$ cat src/rtl/ss_scan_driver.sv
// ss_scan_driver: multiplexed seven-segment display driver for NUM_DIGITS
// common-anode digits.
//  - One digit is enabled at a time, and the driver advances to the next digit
//    every 2^PRESCALE_BITS cycles.
//  - Segments are blanked for BLANK_CYCLES cycles after each digit switch, so
//    the previous digit's glyph never ghosts onto the new digit.
//  - Brightness comes from a free-running PWM counter compared against
//    'brightness'.
//  - New values pass through a shadow register and reach the display register
//    only when the scan wraps to digit 0. A frame therefore never mixes old and
//    new values.
//  - Every output is registered. Each output is computed from the next-state
//    values, so the digit enables and the segments always change together.
//
// Optional feature (compile-time macro SS_SCAN_LZB_EN): leading-zero blanking.
// Digits above the highest nonzero digit show no segments. Their decimal point
// is still shown. Digit 0 is never blanked.
//
// Load handshake: 'load' is a single-cycle request with no ready. The shadow
// register captures digits_in/dp_in on every cycle where load=1, and a later
// load overwrites an earlier one. load_pending stays high until the wrap tick
// moves the shadow into the display register. A load on the wrap tick itself
// goes straight to the display and never raises load_pending.

module ss_scan_driver #(
  parameter int NUM_DIGITS    = 8,
  parameter int PRESCALE_BITS = 17,
  parameter int PWM_BITS      = 8,
  parameter int BLANK_CYCLES  = 4
) (
  input  logic                    Clk,
  input  logic                    Reset,
  input  logic [4*NUM_DIGITS-1:0] digits_in,
  input  logic [NUM_DIGITS-1:0]   dp_in,
  input  logic                    load,
  input  logic                    hex_mode,
  input  logic [PWM_BITS-1:0]     brightness,
  output logic [NUM_DIGITS-1:0]   SegmentDrivers,
  output logic [7:0]              SevenSegment,
  output logic                    frame_done,
  output logic                    load_pending
);

  localparam int IDX_W = (NUM_DIGITS > 1) ? $clog2(NUM_DIGITS) : 1;
  localparam int BLK_W = (BLANK_CYCLES > 0) ? $clog2(BLANK_CYCLES + 1) : 1;
  localparam logic [IDX_W-1:0] LAST_IDX = IDX_W'(NUM_DIGITS - 1);

  // Scan / timing state
  logic [PRESCALE_BITS-1:0] presc;
  logic [IDX_W-1:0]         idx;
  logic [PWM_BITS-1:0]      pwm_cnt;
  logic [BLK_W-1:0]         blank_cnt;

  // Display and shadow registers
  logic [4*NUM_DIGITS-1:0]  disp;
  logic [NUM_DIGITS-1:0]    disp_dp;
  logic [4*NUM_DIGITS-1:0]  shadow;
  logic [NUM_DIGITS-1:0]    shadow_dp;

  // Next-state values
  logic                     tick;
  logic                     wrap_tick;
  logic [PRESCALE_BITS-1:0] presc_n;
  logic [IDX_W-1:0]         idx_n;
  logic [PWM_BITS-1:0]      pwm_n;
  logic [BLK_W-1:0]         blank_n;
  logic [4*NUM_DIGITS-1:0]  disp_n;
  logic [NUM_DIGITS-1:0]    disp_dp_n;
  logic [4*NUM_DIGITS-1:0]  shadow_n;
  logic [NUM_DIGITS-1:0]    shadow_dp_n;
  logic                     pending_n;
  logic [3:0]               nibble;
  logic                     dp_sel;
  logic [6:0]               glyph;
  logic [7:0]               seg_n;
`ifdef SS_SCAN_LZB_EN
  logic [IDX_W-1:0]         top_nz;
`endif

  // Active-high glyph, bit0 = a .. bit6 = g. With hex_mode=0, values 10..15
  // decode to all segments off.
  function automatic logic [6:0] decode(input logic [3:0] v, input logic hex);
    logic [6:0] g;
    case (v)
      4'h0: g = 7'h3F;
      4'h1: g = 7'h06;
      4'h2: g = 7'h5B;
      4'h3: g = 7'h4F;
      4'h4: g = 7'h66;
      4'h5: g = 7'h6D;
      4'h6: g = 7'h7D;
      4'h7: g = 7'h07;
      4'h8: g = 7'h7F;
      4'h9: g = 7'h6F;
      4'hA: g = hex ? 7'h77 : 7'h00;
      4'hB: g = hex ? 7'h7C : 7'h00;
      4'hC: g = hex ? 7'h39 : 7'h00;
      4'hD: g = hex ? 7'h5E : 7'h00;
      4'hE: g = hex ? 7'h79 : 7'h00;
      default: g = hex ? 7'h71 : 7'h00;
    endcase
    return g;
  endfunction

  // Next-state for scan timing, shadow/display registers and segment outputs
  always_comb begin
    presc_n     = presc + 1'b1;
    tick        = &presc;
    wrap_tick   = tick && (idx == LAST_IDX);
    idx_n       = idx;
    if (tick) idx_n = wrap_tick ? '0 : idx + 1'b1;
    pwm_n       = pwm_cnt + 1'b1;
    blank_n     = '0;
    if (tick)                blank_n = BLK_W'(BLANK_CYCLES);
    else if (blank_cnt != 0) blank_n = blank_cnt - 1'b1;

    shadow_n    = load ? digits_in : shadow;
    shadow_dp_n = load ? dp_in : shadow_dp;
    disp_n      = wrap_tick ? shadow_n : disp;
    disp_dp_n   = wrap_tick ? shadow_dp_n : disp_dp;
    pending_n   = wrap_tick ? 1'b0 : (load_pending | load);

    nibble      = disp_n[{idx_n, 2'b00} +: 4];
    dp_sel      = disp_dp_n[idx_n];
    glyph       = decode(nibble, hex_mode);
`ifdef SS_SCAN_LZB_EN
    top_nz      = '0;
    for (int k = 0; k < NUM_DIGITS; k++) begin
      if (disp_n[4*k +: 4] != 4'h0) top_nz = IDX_W'(k);
    end
    if (idx_n > top_nz) glyph = 7'h00;
`endif

    seg_n       = 8'hFF;
    if ((pwm_n < brightness) && (blank_n == '0)) seg_n = ~{dp_sel, glyph};
  end

  // State and registered outputs
  always_ff @(posedge Clk) begin
    if (Reset) begin
      presc          <= '0;
      idx            <= '0;
      pwm_cnt        <= '0;
      blank_cnt      <= '0;
      disp           <= '0;
      disp_dp        <= '0;
      shadow         <= '0;
      shadow_dp      <= '0;
      load_pending   <= 1'b0;
      SegmentDrivers <= '1;
      SevenSegment   <= 8'hFF;
      frame_done     <= 1'b0;
    end else begin
      presc          <= presc_n;
      idx            <= idx_n;
      pwm_cnt        <= pwm_n;
      blank_cnt      <= blank_n;
      disp           <= disp_n;
      disp_dp        <= disp_dp_n;
      shadow         <= shadow_n;
      shadow_dp      <= shadow_dp_n;
      load_pending   <= pending_n;
      SegmentDrivers <= ~(NUM_DIGITS'(1) << idx_n);
      SevenSegment   <= seg_n;
      frame_done     <= wrap_tick;
    end
  end

endmodule
$ cat config.mk
export PLATFORM = sky130hd
export DESIGN_NAME = ss_scan_driver
export DESIGN_NICKNAME = d
export VERILOG_FILES = /design/src/rtl/ss_scan_driver.sv
export SDC_FILE = /design/constraint.sdc
export NUM_CORES = 1
export LEC_CHECK = 0
export ABC_AREA = 1
export CAP_MARGIN = 15
export CORE_MARGIN = 2
export CORE_UTILIZATION = 50
export CTS_BUF_LIST = sky130_fd_sc_hd__clkbuf_8
export DETAILED_ROUTE_END_ITERATION = 7
export PLACE_DENSITY = 0.73
export SLEW_MARGIN = 0
export SYNTH_ARGS = -nofsm -noshare
export SYNTH_HDL_FRONTEND = slang
export SYNTH_SLANG_ARGS = --single-unit
$ cat constraint.sdc
create_clock -name Clk -period 4.4 [get_ports Clk]
set_input_delay 0.44 -clock Clk [delete_from_list [all_inputs] [get_ports Clk]]
set_output_delay 0.44 -clock Clk [all_outputs]
set_load 0.02 [all_outputs]
==> metrics.yaml <==
totalWireLength_um: 13220
final_nets: 1000
hpwl_um: 9365
fin_skew_ns: 0.01125
syn_to_final_growth_pct: 19.29
rsz0062_at_grt: "false"
initial_core_util: 0.5164
vias_per_cell: 4.950
synth_area_mm2: 0.005947
cts_tree: "done"
rows: 39
synth.top_cell.area_share: 0.4343
critPathBufInv: 3
fin_total_pwr_uw: 2457
antenna_found_initial: 0
core_mm2: 0.01152
netlist_instances: 870
status: "finished with violations"
dpl_cell_area_mm2: 0.006671
busiest_layer: "met2"
synth_most_common_cell: "nand2_1"
ys_ff_latch: 129
design_area_mm2: 0.007094
post-route-drc-count: 2
drive_above_1_share: 0.06765
yosys-top-cells-area: "dfxtp_1, nand2_1, nor2_1, a21oi_1, inv_1"
cts-root-buf: "clkbuf_8"
max_freq_mhz: 261.4
ys_warn_count: 0
dr.pass1.iters: 8
ys_top_cells_by_count: "nand2_1, dfxtp_1, nor2_1"
dr_total_vias: 5391
drv_cap: 0
hold_viol: 0
path_clk_slew_ns: 0.07
crit_type: "flip-flop to flip-flop"
numPortBuffers: 69
max_stage_delay_ns: 0.35
final_core_util: 0.6160
htreeDepth: 4
cp.required_ns: 4.73
holdCritPathClass: "primary input to flip-flop"
fp.dieH_um: 113.1
grt_pass1_vias: 5191
cts-resized-gates: 0
grt_start_max_net_pins: 69
worst_slew_pin_slew_ns: 0.6948
rr_worst_depth: 26
die_w_um: 113.1
synth.largest_area_cell: "dfxtp_1"
p_per_area_mw_per_mm2: 346.3
cpMostUsedCell: "nand2_1"
post-cts-setup-buffers: 0
slew_headroom: 0.5368
worstHoldPathCells: 2
synth_edf_count: 0
ctsLongestPathBuffers: 2
synth_nets: 936
cp_max_fo: 11
ys.flop_type: "dfxtp_1"
crit_cells: 26
post-route-min-period_ns: 3.826
avgSynthCellArea_um2: 6.836
worst_setup_path_end_kind: "flip-flop"
met2_usage: 0.3693
clock_latency_ns: 0.45
hold_buffers: 0
place_congestion: 0.8976
n_antenna_cell: 0
grt_first_pass_wirelength_um: 23270
synth_cell_types: 33
slowest_stage: "dfxtp_1"
ioPinCount: 70
violations: "design-rule violations"
drt_iter0_drc: 325
track_usage: 0.2269
async_flop_share: 0
leakage_uw: 0.003265
cts_buffers: 17
ys_seq_area_frac: 0.4343
vdd_drop_max_v: 0.0002503
met3_usage: 0.05517
fin_setup_tns_ns: 0
finalMaxSlewViolations: 0
wire_per_inst_um: 12.13
met1_usage: 0.2856
arrival_ns: 4.16
ant_nets: 0
startpoint_type: "flip-flop"
crit_family: "simple AND/OR/NAND/NOR gates"
finalCritPeriodShare: 0.8694
setup_viol: 0
gr-total-overflow: 0
die_area_mm2: 0.01278
cts.sinks: 129
path summary, 6_finish.rpt:
check | start | to | slack, ns
max | presc[0] | SevenSegment[0] | 0.57
min | Reset | pwm_cnt[0] | 0.41
max reg2reg | presc[0] | SevenSegment[0] | 0.57
min reg2reg | presc[0] | presc[0] | 0.45
state kept, by name (all words and copies together), names as in the netlist:
signal / count
disp_dp: 8
pwm_cnt: 8
SevenSegment: 8
presc: 17
shadow: 32
SegmentDrivers: 8
idx: 3
load_pending: 1
blank_cnt: 3
frame_done: 1
disp: 32
shadow_dp: 8
cell usage in the layout, fill, tap and decap left out, drive strengths merged, types with 12 or more instances in the layout:
cell type and count:
nand2 300, nand3 54, nor3 12, a21oi 68, nor2 131, inv 83, o21ai 27, clkbuf 21
dfxtp 129, ha 14, clkdlybuf4s50 68
worst reg2reg max path: stages, from the launching register on:
cell and delay [ns]:
dfxtp_1 0.35, ha_1 0.17, nand2_1 0.07, nor3_1 0.20, and2_1 0.19, nand3_1 0.09, inv_1 0.08, nand3_1 0.11
nor3_2 0.18, nand3_1 0.12, nor2_1 0.10, ha_1 0.19, buf_4 0.18, inv_4 0.05, nand2_1 0.05, nand2_1 0.14
nor2_4 0.31, nand2_1 0.10, and2_1 0.17, nand3_1 0.06, nand2_1 0.15, nor2_1 0.28, nand2_1 0.11, nand3_1 0.11
nor2_1 0.06, nand2_1 0.05, nand2_1 0.04
metal layers:
layer / share of wire / wire, um
met1: 0.47 / 6192
met2: 0.45 / 5979
met3: 0.047 / 625
met4: 0.032 / 418
met5: 0 / 0
report_power, final:
part	internal [uW]	switching [uW]	leakage, uW
combinational	94.0	105	0.00199
sequential	1210	12.1	0.00105
clock	605	434	0.000228
layout make-up:
type	instances	area, um^2
clock buffers	21	289.0
clock inverters	10	118.9
fillers	1105	4422
flip-flops and latches	129	2582
well taps	143	178.9
multi-input cells	629	2867
repair buffers	79	763.2
inverters	78	295.3
per-stage QoR:
stage	hold WS, ns	std cells	worst slack [ns]
after floorplan	0.4175	870	1.101
after global placement	0.4323	1058	0.5386
after detailed placement	0.4419	1058	0.4778
after CTS	0.3887	1089	0.4410
after global routing	0.4336	1089	0.07615
final	0.4088	1089	0.5745
cell families (layout without fill, tap and decap cells):
group           Yosys count  in the layout  share of synthesized area
compound gates          100            100                    0.08689
xor+xnor                  6              6                   0.008836
fa+ha+maj                14             14                    0.02946
buf+inv                 112            188                    0.08626
flops                   129            129                     0.4343
mux                       2              2                   0.003366
simple gates            507            507                     0.3509
Note: power is estimated with default switching activity, not from simulation.
